`src/rtl/axi_store_unit_pkg.sv`:
```
// Shared types for the AXI store unit: FSM states, access-size encoding and
// the fixed single-beat AXI write attributes.
package axi_store_unit_pkg;

  typedef enum logic [2:0] {
    ST_IDLE   = 3'd0,
    ST_SEND   = 3'd1,
    ST_WAIT_B = 3'd2,
    ST_RESP   = 3'd3,
    ST_REJECT = 3'd4
  } state_e;

  typedef enum logic [1:0] {
    SIZE_B = 2'd0,
    SIZE_H = 2'd1,
    SIZE_W = 2'd2,
    SIZE_D = 2'd3
  } size_e;

  localparam logic [7:0] AXI_LEN_SINGLE = 8'd0;
  localparam logic [2:0] AXI_SIZE_8B    = 3'd3;
  localparam logic [1:0] AXI_BURST_INCR = 2'b01;
  localparam logic [3:0] AXI_CACHE_DEV  = 4'd0;
  localparam logic [2:0] AXI_PROT_NONE  = 3'd0;

  // Byte-lane mask of an access, before shifting to its lane offset.
  function automatic logic [7:0] size_lanes(input logic [1:0] size);
    logic [7:0] lanes;
    case (size)
      SIZE_B:  lanes = 8'h01;
      SIZE_H:  lanes = 8'h03;
      SIZE_W:  lanes = 8'h0F;
      SIZE_D:  lanes = 8'hFF;
      default: lanes = 8'h00;
    endcase
    return lanes;
  endfunction

  // Low address bits that must be zero for a naturally aligned access.
  function automatic logic [2:0] size_align_bits(input logic [1:0] size);
    logic [2:0] bits;
    case (size)
      SIZE_B:  bits = 3'b000;
      SIZE_H:  bits = 3'b001;
      SIZE_W:  bits = 3'b011;
      SIZE_D:  bits = 3'b111;
      default: bits = 3'b111;
    endcase
    return bits;
  endfunction

endpackage

```
`src/rtl/axi_store_unit_store_align.sv`:
```
// Places an LSB-justified store onto its 64-bit byte lanes and flags accesses
// that are not naturally aligned to their size.
module store_align
  import axi_store_unit_pkg::*;
(
  input  logic [2:0]  offset,
  input  logic [1:0]  size,
  input  logic [63:0] data,
  output logic [63:0] wdata,
  output logic [7:0]  wstrb,
  output logic        misaligned
);

  // Lane placement and alignment test for one store.
  always_comb begin
    wdata      = data << {offset, 3'b000};
    wstrb      = size_lanes(size) << offset;
    misaligned = |(offset & size_align_bits(size));
  end

endmodule

```
`src/rtl/axi_store_unit.sv`:
```
// Single-outstanding AXI4 write master: turns one scalar store request into
// one single-beat write burst and reports completion with an error flag.
module axi_store_unit
  import axi_store_unit_pkg::*;
#(
  parameter int                  ID_WIDTH   = 13,
  parameter int                  ADDR_WIDTH = 64,
  parameter int                  DATA_WIDTH = 64,
  parameter logic [ID_WIDTH-1:0] WRITE_ID   = 13'h1
) (
  input  logic                    clk,
  input  logic                    reset,

  input  logic                    req_valid,
  output logic                    req_ready,
  input  logic [ADDR_WIDTH-1:0]   req_addr,
  input  logic [DATA_WIDTH-1:0]   req_data,
  input  logic [1:0]              req_size,

  output logic                    resp_valid,
  output logic                    resp_err,
  output logic                    busy,

  output logic [ID_WIDTH-1:0]     m_axi_awid,
  output logic [ADDR_WIDTH-1:0]   m_axi_awaddr,
  output logic [7:0]              m_axi_awlen,
  output logic [2:0]              m_axi_awsize,
  output logic [1:0]              m_axi_awburst,
  output logic                    m_axi_awlock,
  output logic [3:0]              m_axi_awcache,
  output logic [2:0]              m_axi_awprot,
  output logic                    m_axi_awvalid,
  input  logic                    m_axi_awready,

  output logic [DATA_WIDTH-1:0]   m_axi_wdata,
  output logic [DATA_WIDTH/8-1:0] m_axi_wstrb,
  output logic                    m_axi_wlast,
  output logic                    m_axi_wvalid,
  input  logic                    m_axi_wready,

  input  logic [ID_WIDTH-1:0]     m_axi_bid,
  input  logic [1:0]              m_axi_bresp,
  input  logic                    m_axi_bvalid,
  output logic                    m_axi_bready
);

  state_e                  state_r;
  state_e                  next_state_s;
  logic                    accept_s;
  logic                    b_err_s;

  logic [DATA_WIDTH-1:0]   align_wdata_s;
  logic [7:0]              align_wstrb_s;
  logic                    misaligned_s;

  logic                    awvalid_r;
  logic                    wvalid_r;
  logic [ADDR_WIDTH-1:0]   awaddr_r;
  logic [DATA_WIDTH-1:0]   wdata_r;
  logic [7:0]              wstrb_r;

  logic                    req_ready_r;
  logic                    busy_r;
  logic                    bready_r;
  logic                    resp_valid_r;
  logic                    resp_err_r;

  store_align u_store_align (
    .offset     (req_addr[2:0]),
    .size       (req_size),
    .data       (req_data),
    .wdata      (align_wdata_s),
    .wstrb      (align_wstrb_s),
    .misaligned (misaligned_s)
  );

  // SLVERR/DECERR or a foreign ID both count as a failed write.
  assign b_err_s = (m_axi_bresp == 2'b10) || (m_axi_bresp == 2'b11) ||
                   (m_axi_bid != WRITE_ID);

  // FSM state register.
  always_ff @(posedge clk) begin
    if (reset) begin
      state_r <= ST_IDLE;
    end else begin
      state_r <= next_state_s;
    end
  end

  // FSM next-state decode; SEND waits until both channel valids have retired.
  always_comb begin
    next_state_s = state_r;
    accept_s     = 1'b0;
    case (state_r)
      ST_IDLE: begin
        if (req_valid) begin
          accept_s = 1'b1;
          if (misaligned_s) begin
            next_state_s = ST_REJECT;
          end else begin
            next_state_s = ST_SEND;
          end
        end else begin
          next_state_s = ST_IDLE;
        end
      end
      ST_SEND: begin
        if (!awvalid_r && !wvalid_r) begin
          next_state_s = ST_WAIT_B;
        end else begin
          next_state_s = ST_SEND;
        end
      end
      ST_WAIT_B: begin
        if (m_axi_bvalid) begin
          next_state_s = ST_RESP;
        end else begin
          next_state_s = ST_WAIT_B;
        end
      end
      ST_RESP:   next_state_s = ST_IDLE;
      ST_REJECT: next_state_s = ST_IDLE;
      default:   next_state_s = ST_IDLE;
    endcase
  end

  // Status outputs registered from the next state so they align with it.
  always_ff @(posedge clk) begin
    if (reset) begin
      req_ready_r  <= 1'b1;
      busy_r       <= 1'b0;
      bready_r     <= 1'b0;
      resp_valid_r <= 1'b0;
      resp_err_r   <= 1'b0;
    end else begin
      req_ready_r  <= (next_state_s == ST_IDLE);
      busy_r       <= (next_state_s != ST_IDLE);
      bready_r     <= (next_state_s == ST_WAIT_B);
      resp_valid_r <= (next_state_s == ST_RESP) || (next_state_s == ST_REJECT);
      if (next_state_s == ST_REJECT) begin
        resp_err_r <= 1'b1;
      end else if (next_state_s == ST_RESP) begin
        resp_err_r <= b_err_s;
      end else begin
        resp_err_r <= 1'b0;
      end
    end
  end

  // AW/W valids: raised together on an aligned accept, each retired by its own handshake.
  always_ff @(posedge clk) begin
    if (reset) begin
      awvalid_r <= 1'b0;
      wvalid_r  <= 1'b0;
    end else if (accept_s && !misaligned_s) begin
      awvalid_r <= 1'b1;
      wvalid_r  <= 1'b1;
    end else begin
      if (awvalid_r && m_axi_awready) begin
        awvalid_r <= 1'b0;
      end else begin
        awvalid_r <= awvalid_r;
      end
      if (wvalid_r && m_axi_wready) begin
        wvalid_r <= 1'b0;
      end else begin
        wvalid_r <= wvalid_r;
      end
    end
  end

  // Payload captured only at accept, so later request changes cannot leak in.
  always_ff @(posedge clk) begin
    if (reset) begin
      awaddr_r <= '0;
      wdata_r  <= '0;
      wstrb_r  <= 8'h00;
    end else if (accept_s) begin
      awaddr_r <= {req_addr[ADDR_WIDTH-1:3], 3'b000};
      wdata_r  <= align_wdata_s;
      wstrb_r  <= align_wstrb_s;
    end else begin
      awaddr_r <= awaddr_r;
      wdata_r  <= wdata_r;
      wstrb_r  <= wstrb_r;
    end
  end

  assign req_ready     = req_ready_r;
  assign busy          = busy_r;
  assign resp_valid    = resp_valid_r;
  assign resp_err      = resp_err_r;

  assign m_axi_awid    = WRITE_ID;
  assign m_axi_awaddr  = awaddr_r;
  assign m_axi_awlen   = AXI_LEN_SINGLE;
  assign m_axi_awsize  = AXI_SIZE_8B;
  assign m_axi_awburst = AXI_BURST_INCR;
  assign m_axi_awlock  = 1'b0;
  assign m_axi_awcache = AXI_CACHE_DEV;
  assign m_axi_awprot  = AXI_PROT_NONE;
  assign m_axi_awvalid = awvalid_r;

  assign m_axi_wdata   = wdata_r;
  assign m_axi_wstrb   = wstrb_r;
  assign m_axi_wlast   = 1'b1;
  assign m_axi_wvalid  = wvalid_r;

  assign m_axi_bready  = bready_r;

endmodule

```
`config.mk`:
```
export PLATFORM = sky130hd
export DESIGN_NAME = axi_store_unit
export DESIGN_NICKNAME = d
export VERILOG_FILES = /design/src/rtl/axi_store_unit_pkg.sv /design/src/rtl/axi_store_unit_store_align.sv /design/src/rtl/axi_store_unit.sv
export SDC_FILE = /design/constraint.sdc
export NUM_CORES = 1
export LEC_CHECK = 0
export BUFFER_PORTS_ARGS = -buffer_cell sky130_fd_sc_hd__buf_2
export CAP_MARGIN = 20
export CORE_UTILIZATION = 42
export CTS_CLUSTER_SIZE = 14
export DETAILED_ROUTE_END_ITERATION = 12
export GPL_TIMING_DRIVEN = 0
export PLACE_DENSITY = 0.87
export SYNTH_ARGS = -nofsm -noshare
export SYNTH_HDL_FRONTEND = slang
export SYNTH_SLANG_ARGS = --single-unit
```
`constraint.sdc`:
```
create_clock -name clk -period 1.64 [get_ports clk]
set_clock_uncertainty 0.1 [all_clocks]
set_input_delay 0.164 -clock clk [delete_from_list [all_inputs] [get_ports clk]]
set_output_delay 0.164 -clock clk [all_outputs]
set_load 0.1 [all_outputs]
```
After elaboration in Yosys (flattened, before gate mapping). Cells that the tools add are included.

Flip-flop bits (word level): 143. Bits of input ports: 151. Output and inout bits: 178. Logic and storage cells: 57.

Equal/unequal tests: 11. Shift-type cells: 2. Mux-type cells: 15. Bitwise logic cells: 1. Reduce and logical (&&, ||, !) cells: 17.

Operator list (number): left shift 64 x 6 -> 64 bit (1); case mux 8 bit (4 select lines) (1); != test 13 x 1 -> 1 bit, second input constant (1); case mux 3 bit (4 select lines) (1); == test 3 x 2 -> 1 bit, second input constant (3); two-way mux 1 bit (9); case mux 3 bit (3 select lines) (1); == test 2 bit, second input constant (4); left shift 8 x 3 -> 8 bit (1); zero test 3 bit (2); two-way mux 3 bit (2); logical AND 1 bit (4); nonzero test 2 bit (2); AND 3 bit (1); == test 3 x 1 -> 1 bit, second input constant (1); == test 3 bit, second input constant (1); zero test 1 bit (3); logical OR 1 bit (3); nonzero test 3 bit (1); OR reduction 3 bit (1); == test 2 x 1 -> 1 bit, second input constant (1); zero test 2 bit (1); two-way mux 2 bit (1).

Logic depth before layout (Yosys ltp). Gate-level depths: netlist of run 1.

Depth after elaboration: 10. Mapped depth: 7.

By module. From an unflattened synthesis of run 1, not the netlist that was laid out.

Cells, all modules: 915. Area, all modules: 7174.4 sq um.

Modules (own cells, without submodules): axi_store_unit (instances 1, cells an instance 662, area an instance 5258.8 sq um, sequential area each 2862.7 sq um); store_align (instances 1, cells an instance 253, area an instance 1915.6 sq um, sequential area each 0.0 sq um).

Worst setup path after synthesis of run 1. Ideal clock, no wire load.

Kind: register to register. Start: register state_r[0]. End: register wdata_r[16] (netlist: m_axi_wdata[16]). Setup time: 0.128 ns. Arrival time: 1.551 ns. Slack: -0.139 ns. Cell stages (with the launch flop): 7. Path buffers: 3. Cell sequence: dfxtp_1 or4b_1 buf_4 buf_6 buf_2 a22oi_1 nor2_1.

Word-level cells in the longest chain between the ends: 2.

Ends and longest elaborated chain: from (decl) (RTL line axi_store_unit.sv:47) `state_e state_r;`; from (signal assigned) (RTL line axi_store_unit.sv:86) `state_r <= next_state_s;`; zero test 3 bit (RTL line axi_store_unit.sv:94) `case (state_r)`; two-way mux 1 bit (RTL line axi_store_unit.sv:94); to (signal assigned) (RTL line axi_store_unit.sv:180) `wdata_r <= align_wdata_s;`; to (signal assigned) (RTL line axi_store_unit.sv:184) `wdata_r <= wdata_r;`; to (decl) (RTL line axi_store_unit.sv:59) `logic [DATA_WIDTH-1:0] wdata_r;`.

No other way between the ends. A chain may end at the register's enable or synchronous reset.

Final worst setup path of run 1.
Start: register state_r[2]. End: register wdata_r[16] (netlist: m_axi_wdata[16]).

The elaborated chain is that of the path after synthesis.

==> results of run 1 <==
## power by group through the flow
stage	registers [mW]	clock network, mW	logic (mW)
6_report	3.95	4.11	5.41
5_1_grt	3.96	4.24	5.57
4_1_cts	3.90	4.10	4.80
3_5_place_dp	3.97	0	4.23
3_3_place_gp	3.96	0	4.20
2_1_floorplan	5.87	0	1.47
## worst max-delay path: stages, from the launching register on
cell and delay (ps):
dfxtp_4 340, or4b_4 540, buf_12 170, buf_16 150, buf_12 140, a22oi_2 190, nor2_1 80
## cell usage after synthesis
cell type and number:
conb_1 2, inv_1 3, nor4b_4 1, o211ai_1 1
a31o_2 1, buf_1 5, nand2b_1 4, nor3_1 39
o31a_1 2, o2bb2ai_1 9, o21ai_0 12, buf_4 42
inv_2 1, nand2_1 128, or2_2 2, buf_6 2
mux2i_1 41, or4b_1 1, a21oi_1 92, nor4_1 2
nor2b_1 1, a211oi_1 11, clkbuf_1 33, nor2_4 1
a21o_1 1, nor2_1 76, nor4b_1 1, nor4_2 1
o21a_1 2, nand3_1 2, a22oi_1 25, nor4_4 1
mux4_2 32, buf_2 21, o22ai_1 9, a221oi_1 8
a2111oi_4 1, dfxtp_1 143, nand3b_1 1, or4b_2 1
## cell type report
class / count / area (um^2) / share of cell area (%)
sequential: 143 / 2874 / 24.51
clock buffer: 18 / 429.2 / 3.660
timing repair buffer: 395 / 2718 / 23.18
inverter: 4 / 15.01 / 0.1281
clock inverter: 14 / 182.7 / 1.558
antenna: 3 / 7.507 / 0.06403
buffer: 102 / 880.8 / 7.513
tap: 216 / 270.3 / 2.305
multi-input combinational: 547 / 4348 / 37.08
## cells by family (layout without fill, tap and decap cells)
family	count (synthesis)	count (layout)	synth area share [%]
buffers and inverters	107	533	8.814
other	2	41	0.1102
and+or+nand+nor	262	262	16.62
DFF	143	143	42.01
muxes	73	73	16.60
AOI/OAI and AO/OA	174	174	15.85
## worst max path at each step
stage,endpoint,slack (ps),cells past startpoint
final,m_axi_wdata[16]$_SDFFE_PP0P_,-220,6
after global routing,m_axi_wdata[21]$_SDFFE_PP0P_,-250,6
after CTS,m_axi_wdata[7]$_SDFFE_PP0P_,-200,6
after detailed placement,m_axi_wdata[62]$_SDFFE_PP0P_,-610,5
after global placement,m_axi_wdata[62]$_SDFFE_PP0P_,-620,5
after floorplan,m_axi_wdata[16]$_SDFFE_PP0P_,-100,6
## sequential cells by signal, indices dropped and copies added, names as in the netlist
name / count
busy: 1
m_axi_awaddr: 61
m_axi_awvalid: 1
m_axi_bready: 1
m_axi_wdata: 64
m_axi_wstrb: 8
m_axi_wvalid: 1
req_ready: 1
resp_err: 1
resp_valid: 1
state_r: 3
## timing repair
item                                    4_1_cts  5_1_grt
gates resized for setup                     143      158
setup buffers                                13        8
hold buffers                                 71        1
endpoints found under the setup margin      137      139
gates cloned                                  7        9
pin swaps                                    48       46
hold endpoints to repair                     73        1
## metal layers
layer / wire length, um / vias to the layer above
met5: 0 / -
met4: 1877 / 0
met3: 3420 / 157
met2: 15410 / 628
met1: 10590 / 3855
li1: - / 3542
## layout by cell type (no fill, tap or decap), drive strengths merged
master / instances
nand2: 128
clkinv: 5
a22oi: 25
o2bb2ai: 9
o21a: 2
clkinvlp: 2
o21ai: 12
bufinv: 3
mux4: 32
nor4b: 2
dlygate4sd3: 72
o211ai: 1
conb: 38
a21o: 1
a211oi: 11
nor2b: 1
nand3b: 1
or2: 2
dfxtp: 143
nor4: 4
nand3: 2
clkbuf: 60
a21oi: 92
diode: 3
a221oi: 8
or4b: 2
nor2: 77
nand2b: 4
a31o: 1
o22ai: 9
buf: 383
a2111oi: 1
mux2i: 41
o31a: 2
nor3: 39
inv: 8
==> flow_metrics.env, run 1 <==
export IMPL_regToRegStartpoint="state_r[2]$_SDFF_PP0_"
export IMPL_cts_made_buffers=17
export IMPL_leakage_nw=5.341
export IMPL_syn_inst=761
export IMPL_hp_class="in2reg"
export IMPL_crit_reg2reg_capture="m_axi_wdata[16]$_SDFFE_PP0P_"
export IMPL_gr_usage_met1_pct=37.10
export IMPL_ys_types=40
export IMPL_die_x_um=129.4
export IMPL_hold_path_end="resp_valid$_SDFF_PP0_"
export IMPL_final_cell_area_um2=11730
export IMPL_violations="negative setup slack"
export IMPL_startpoint_type="flop"
export IMPL_ys_seq_area_share_pct=42.01
export IMPL_core_um2=15890
export IMPL_grtUsageTotal_pct=33.35
export IMPL_intPower_mw=7.718
export IMPL_dp_cells=1299
export IMPL_first_pass_iters=5
export IMPL_rsz0062_at_grt="yes"
export IMPL_h_tree_depth=4
export IMPL_relSlewSlack_pct=32.44
export IMPL_ff2ff_path_depth=6
export IMPL_hold_ws_ps=123.9
export IMPL_nets=1361
export IMPL_vias=8182
export IMPL_drtIter0Drc=769
export IMPL_fin_cells=1442
export IMPL_start_util_pct=42.90
export IMPL_dieArea_um2=16740
export IMPL_clock_fmax_ghz=0.5374
export IMPL_cellPowerDensity_nw_per_um2=1149
export IMPL_grt_use_met2_pct=57.40
export IMPL_ir_drop_mv=0.7391
export IMPL_numPortBuffers=286
export IMPL_clock_path_buffers=2
export IMPL_cp_startpoint="state_r[2]$_SDFF_PP0_"
export IMPL_wl_per_cell_um=21.70
export IMPL_power_mw=13.47
export IMPL_dp_slack_ps=-610.9
export IMPL_p_sw_mw=5.754
export IMPL_cts_tree="built"
export IMPL_netlist_area_um2=6814
export IMPL_n_fill_cell=1037
export IMPL_swShare_pct=42.71
export IMPL_final_max_slew_viol_count=0
export IMPL_grt_max_degree=17
export IMPL_synth_warnings=0
export IMPL_grt_busiest_layer="met2"
export IMPL_cp_max_fo=8
export IMPL_period_share_pct=113.5
export IMPL_ios=329
export IMPL_grt_ovfl_total=0
export IMPL_grt_pass1_vias=7702
export IMPL_clockRootBuffer="clkbuf_16"
export IMPL_yosysTopAreaCellShare_pct=42.01
export IMPL_cts_sinks=143
export IMPL_final_hold_viol_count=0
export IMPL_dp_hpwl_mm=19.07
export IMPL_hold_depth=4
export IMPL_drive_gt1_share_pct=52.09
export IMPL_insertion_delay_ps=430
export IMPL_yosysTopAreaCell="dfxtp_1"
export IMPL_fin_setup_tns_ps=-16220
export IMPL_seqPwrFrac_pct=29.3
export IMPL_met3_usage_pct=9.414
export IMPL_synthTopCellsByArea="dfxtp_1, mux4_2, nand2_1"
export IMPL_fin_crit_ps=1861
export IMPL_die_h_um=129.4
export IMPL_hold_start="m_axi_bvalid"
export IMPL_final_util_pct=73.81
export IMPL_clkPwrFrac_pct=30.5
export IMPL_syn_avg_cell_area_um2=8.954
export IMPL_clk_pin_slew_worst_paths_ps=60
export IMPL_fin_ws_ps=-220.9
export IMPL_antenna_found_initial=3
export IMPL_worst_pin_slew_ps=1013
export IMPL_drc=0
export IMPL_ant_nets=0
export IMPL_worst_setup_path_type="reg2reg"
export IMPL_maxCapViolCount=0
export IMPL_place_area_um2=8692
export IMPL_combPwrFrac_pct=40.2
export IMPL_setup_viol=138
export IMPL_r2r_slack_ps=-220
export IMPL_status="finished, violations left"
export IMPL_crit_required_ps=1840
export IMPL_avgViaCountPerCell=5.674
export IMPL_worstSetupEndpointType="flop"
export IMPL_postRouteWirelength_mm=31.30
export IMPL_rows=46
export IMPL_synth_seq_cells=143
export IMPL_grt_pass1_wl_mm=41.33
export IMPL_arrival_ps=2060
export IMPL_syn_to_final_growth_pct=72.07
export IMPL_gp_congestion=0.9583
Note: power is estimated with default switching activity, not from simulation.
==> run 2: changes to the inputs <==
--- a/config.mk
+++ b/config.mk
@@ -7,6 +7,7 @@
 export LEC_CHECK = 0
 export BUFFER_PORTS_ARGS = -buffer_cell sky130_fd_sc_hd__buf_2
 export CAP_MARGIN = 20
+export CORE_MARGIN = 5
 export CORE_UTILIZATION = 42
 export CTS_CLUSTER_SIZE = 14
 export DETAILED_ROUTE_END_ITERATION = 12
==> flow_metrics.env, run 2 (synthesis results as in run 1) <==
export IMPL_grt_ovfl_total=0
export IMPL_ios=329
export IMPL_status="finished, violations left"
export IMPL_regToRegStartpoint="state_r[1]$_SDFF_PP0_"
export IMPL_clock_fmax_ghz=0.5456
export IMPL_period_share_pct=111.8
export IMPL_fin_ws_ps=-193.0
export IMPL_core_um2=15890
export IMPL_slowest_delay_ps=520
export IMPL_wl_per_cell_um=22.28
export IMPL_grtUsageTotal_pct=30.71
export IMPL_final_util_pct=73.39
export IMPL_gp_congestion=1.011
export IMPL_nets=1355
export IMPL_largest_reg_flops=64
export IMPL_start_util_pct=42.90
export IMPL_clockRootBuffer="clkbuf_16"
export IMPL_arrival_ps=2020
export IMPL_cellPowerDensity_nw_per_um2=1155
export IMPL_fin_cells=1437
export IMPL_cts_made_buffers=17
export IMPL_first_pass_iters=5
export IMPL_slowest_stage="mux2i_1"
export IMPL_worstSetupEndpointType="flop"
export IMPL_r2r_slack_ps=-180
export IMPL_dp_cells=1299
export IMPL_startpoint_type="input port"
export IMPL_final_cell_area_um2=11660
export IMPL_clk_pin_slew_worst_paths_ps=60
export IMPL_hp_class="in2reg"
export IMPL_numPortBuffers=286
export IMPL_violations="negative setup slack"
export IMPL_rsz0062_at_grt="yes"
export IMPL_grt_pass1_wl_mm=44.12
export IMPL_dieArea_um2=18870
export IMPL_ir_drop_mv=0.9859
export IMPL_drtIter0Drc=992
export IMPL_fin_crit_ps=1833
export IMPL_syn_to_final_growth_pct=71.10
export IMPL_ant_nets=0
export IMPL_antenna_found_initial=5
export IMPL_crit_required_ps=1830
export IMPL_drc=0
export IMPL_final_hold_viol_count=0
export IMPL_grt_pass1_vias=8001
export IMPL_final_max_slew_viol_count=0
export IMPL_path_cells="clkbuf_1, buf_4, buf_4, mux2i_1, mux2i_1, o22ai_2, nor3_1"
export IMPL_dp_hpwl_mm=19.73
export IMPL_avgViaCountPerCell=5.713
export IMPL_grt_max_degree=17
export IMPL_drive_gt1_share_pct=52.83
export IMPL_cts_sinks=143
export IMPL_multi_input_area_um2=4335
export IMPL_n_fill_cell=1011
export IMPL_seqCellArea_um2=2877
export IMPL_layout_common_cells="buf_2, dfxtp_1, nor2_1, nand2_1, dlygate4sd3_1"
export IMPL_h_tree_depth=4
export IMPL_die_h_um=137.4
export IMPL_worst_pin_slew_ps=1036
export IMPL_cp_startpoint="req_addr[0]"
export IMPL_worst_setup_path_type="in2reg"
export IMPL_vias=8209
export IMPL_cts_tree="built"
export IMPL_clock_path_buffers=2
export IMPL_insertion_delay_ps=430
export IMPL_relSlewSlack_pct=30.56
export IMPL_place_area_um2=8692
export IMPL_maxCapViolCount=0
export IMPL_leakage_nw=5.299
export IMPL_cp_max_fo=10
export IMPL_die_x_um=137.4
export IMPL_setup_viol=134
export IMPL_hold_start="m_axi_bvalid"
export IMPL_final_common_cell="buf_2"
export IMPL_rows=46
export IMPL_postRouteWirelength_mm=32.01
run 2: worst max-delay path: cells and delay by family:
kind,cells,cell delay (ps)
buf+inv,3,710
mux,2,820
simple gates,1,70
compound gates,1,240
run 2: routing by layer:
metal	part of all wire (%)	vias to the layer above	track usage, %
met2	48	600	49.97
li1	-	3524	-
met4	6.3	0	18.96
met1	35	3918	34.51
met5	0	-	0
met3	11	167	10.63
run 2: what timing repair did:
action | CTS | global route
pin swaps | 46 | 50
gates resized for setup | 144 | 158
hold buffers | 72 | 0
cloned | 7 | 7
endpoints found under the setup margin | 138 | 139
endpoints found under the hold margin | 73 | 0
setup buffers | 8 | 9
run 2: per-stage QoR:
stage	TNS [ps]	setup slack (ps)	hold WS, ps	power (mW)
global placement	-54280	-604.4	304.2	8.149
finish	-13490	-193.0	142.0	13.46
floorplan	-4696	-100.4	200.0	7.336
detailed placement	-56590	-619.7	310.0	8.198
global route	-18050	-213.8	159.6	13.82
CTS	-10420	-189.2	80.51	12.89
run 2: worst paths after layout:
| check | cells past startpoint | endpoint |
|---|---|---|
| hold / removal | 5 | state_r[0]$_SDFF_PP0_ |
| setup / recovery | 7 | m_axi_wdata[60]$_SDFFE_PP0P_ |
| setup reg to reg | 6 | m_axi_wdata[17]$_SDFFE_PP0P_ |
| hold reg to reg | 2 | m_axi_awaddr[50]$_SDFFE_PP0P_ |
run 2: power by group:
part           switching [mW]  internal, mW
clock                    1.58          2.59
combinational            3.84          1.50
sequential              0.198          3.75
total                    5.61          7.85
run 2: final cells by class:
class | count | area share, %
diodes | 4 | 0.08586
plain buffers | 103 | 7.738
clock buffers | 19 | 3.799
clock inverters | 13 | 1.588
inverters | 4 | 0.1288
multi-input cells | 547 | 37.19
flip-flops and latches | 143 | 24.67
well taps | 216 | 2.318
repair buffers | 388 | 22.48
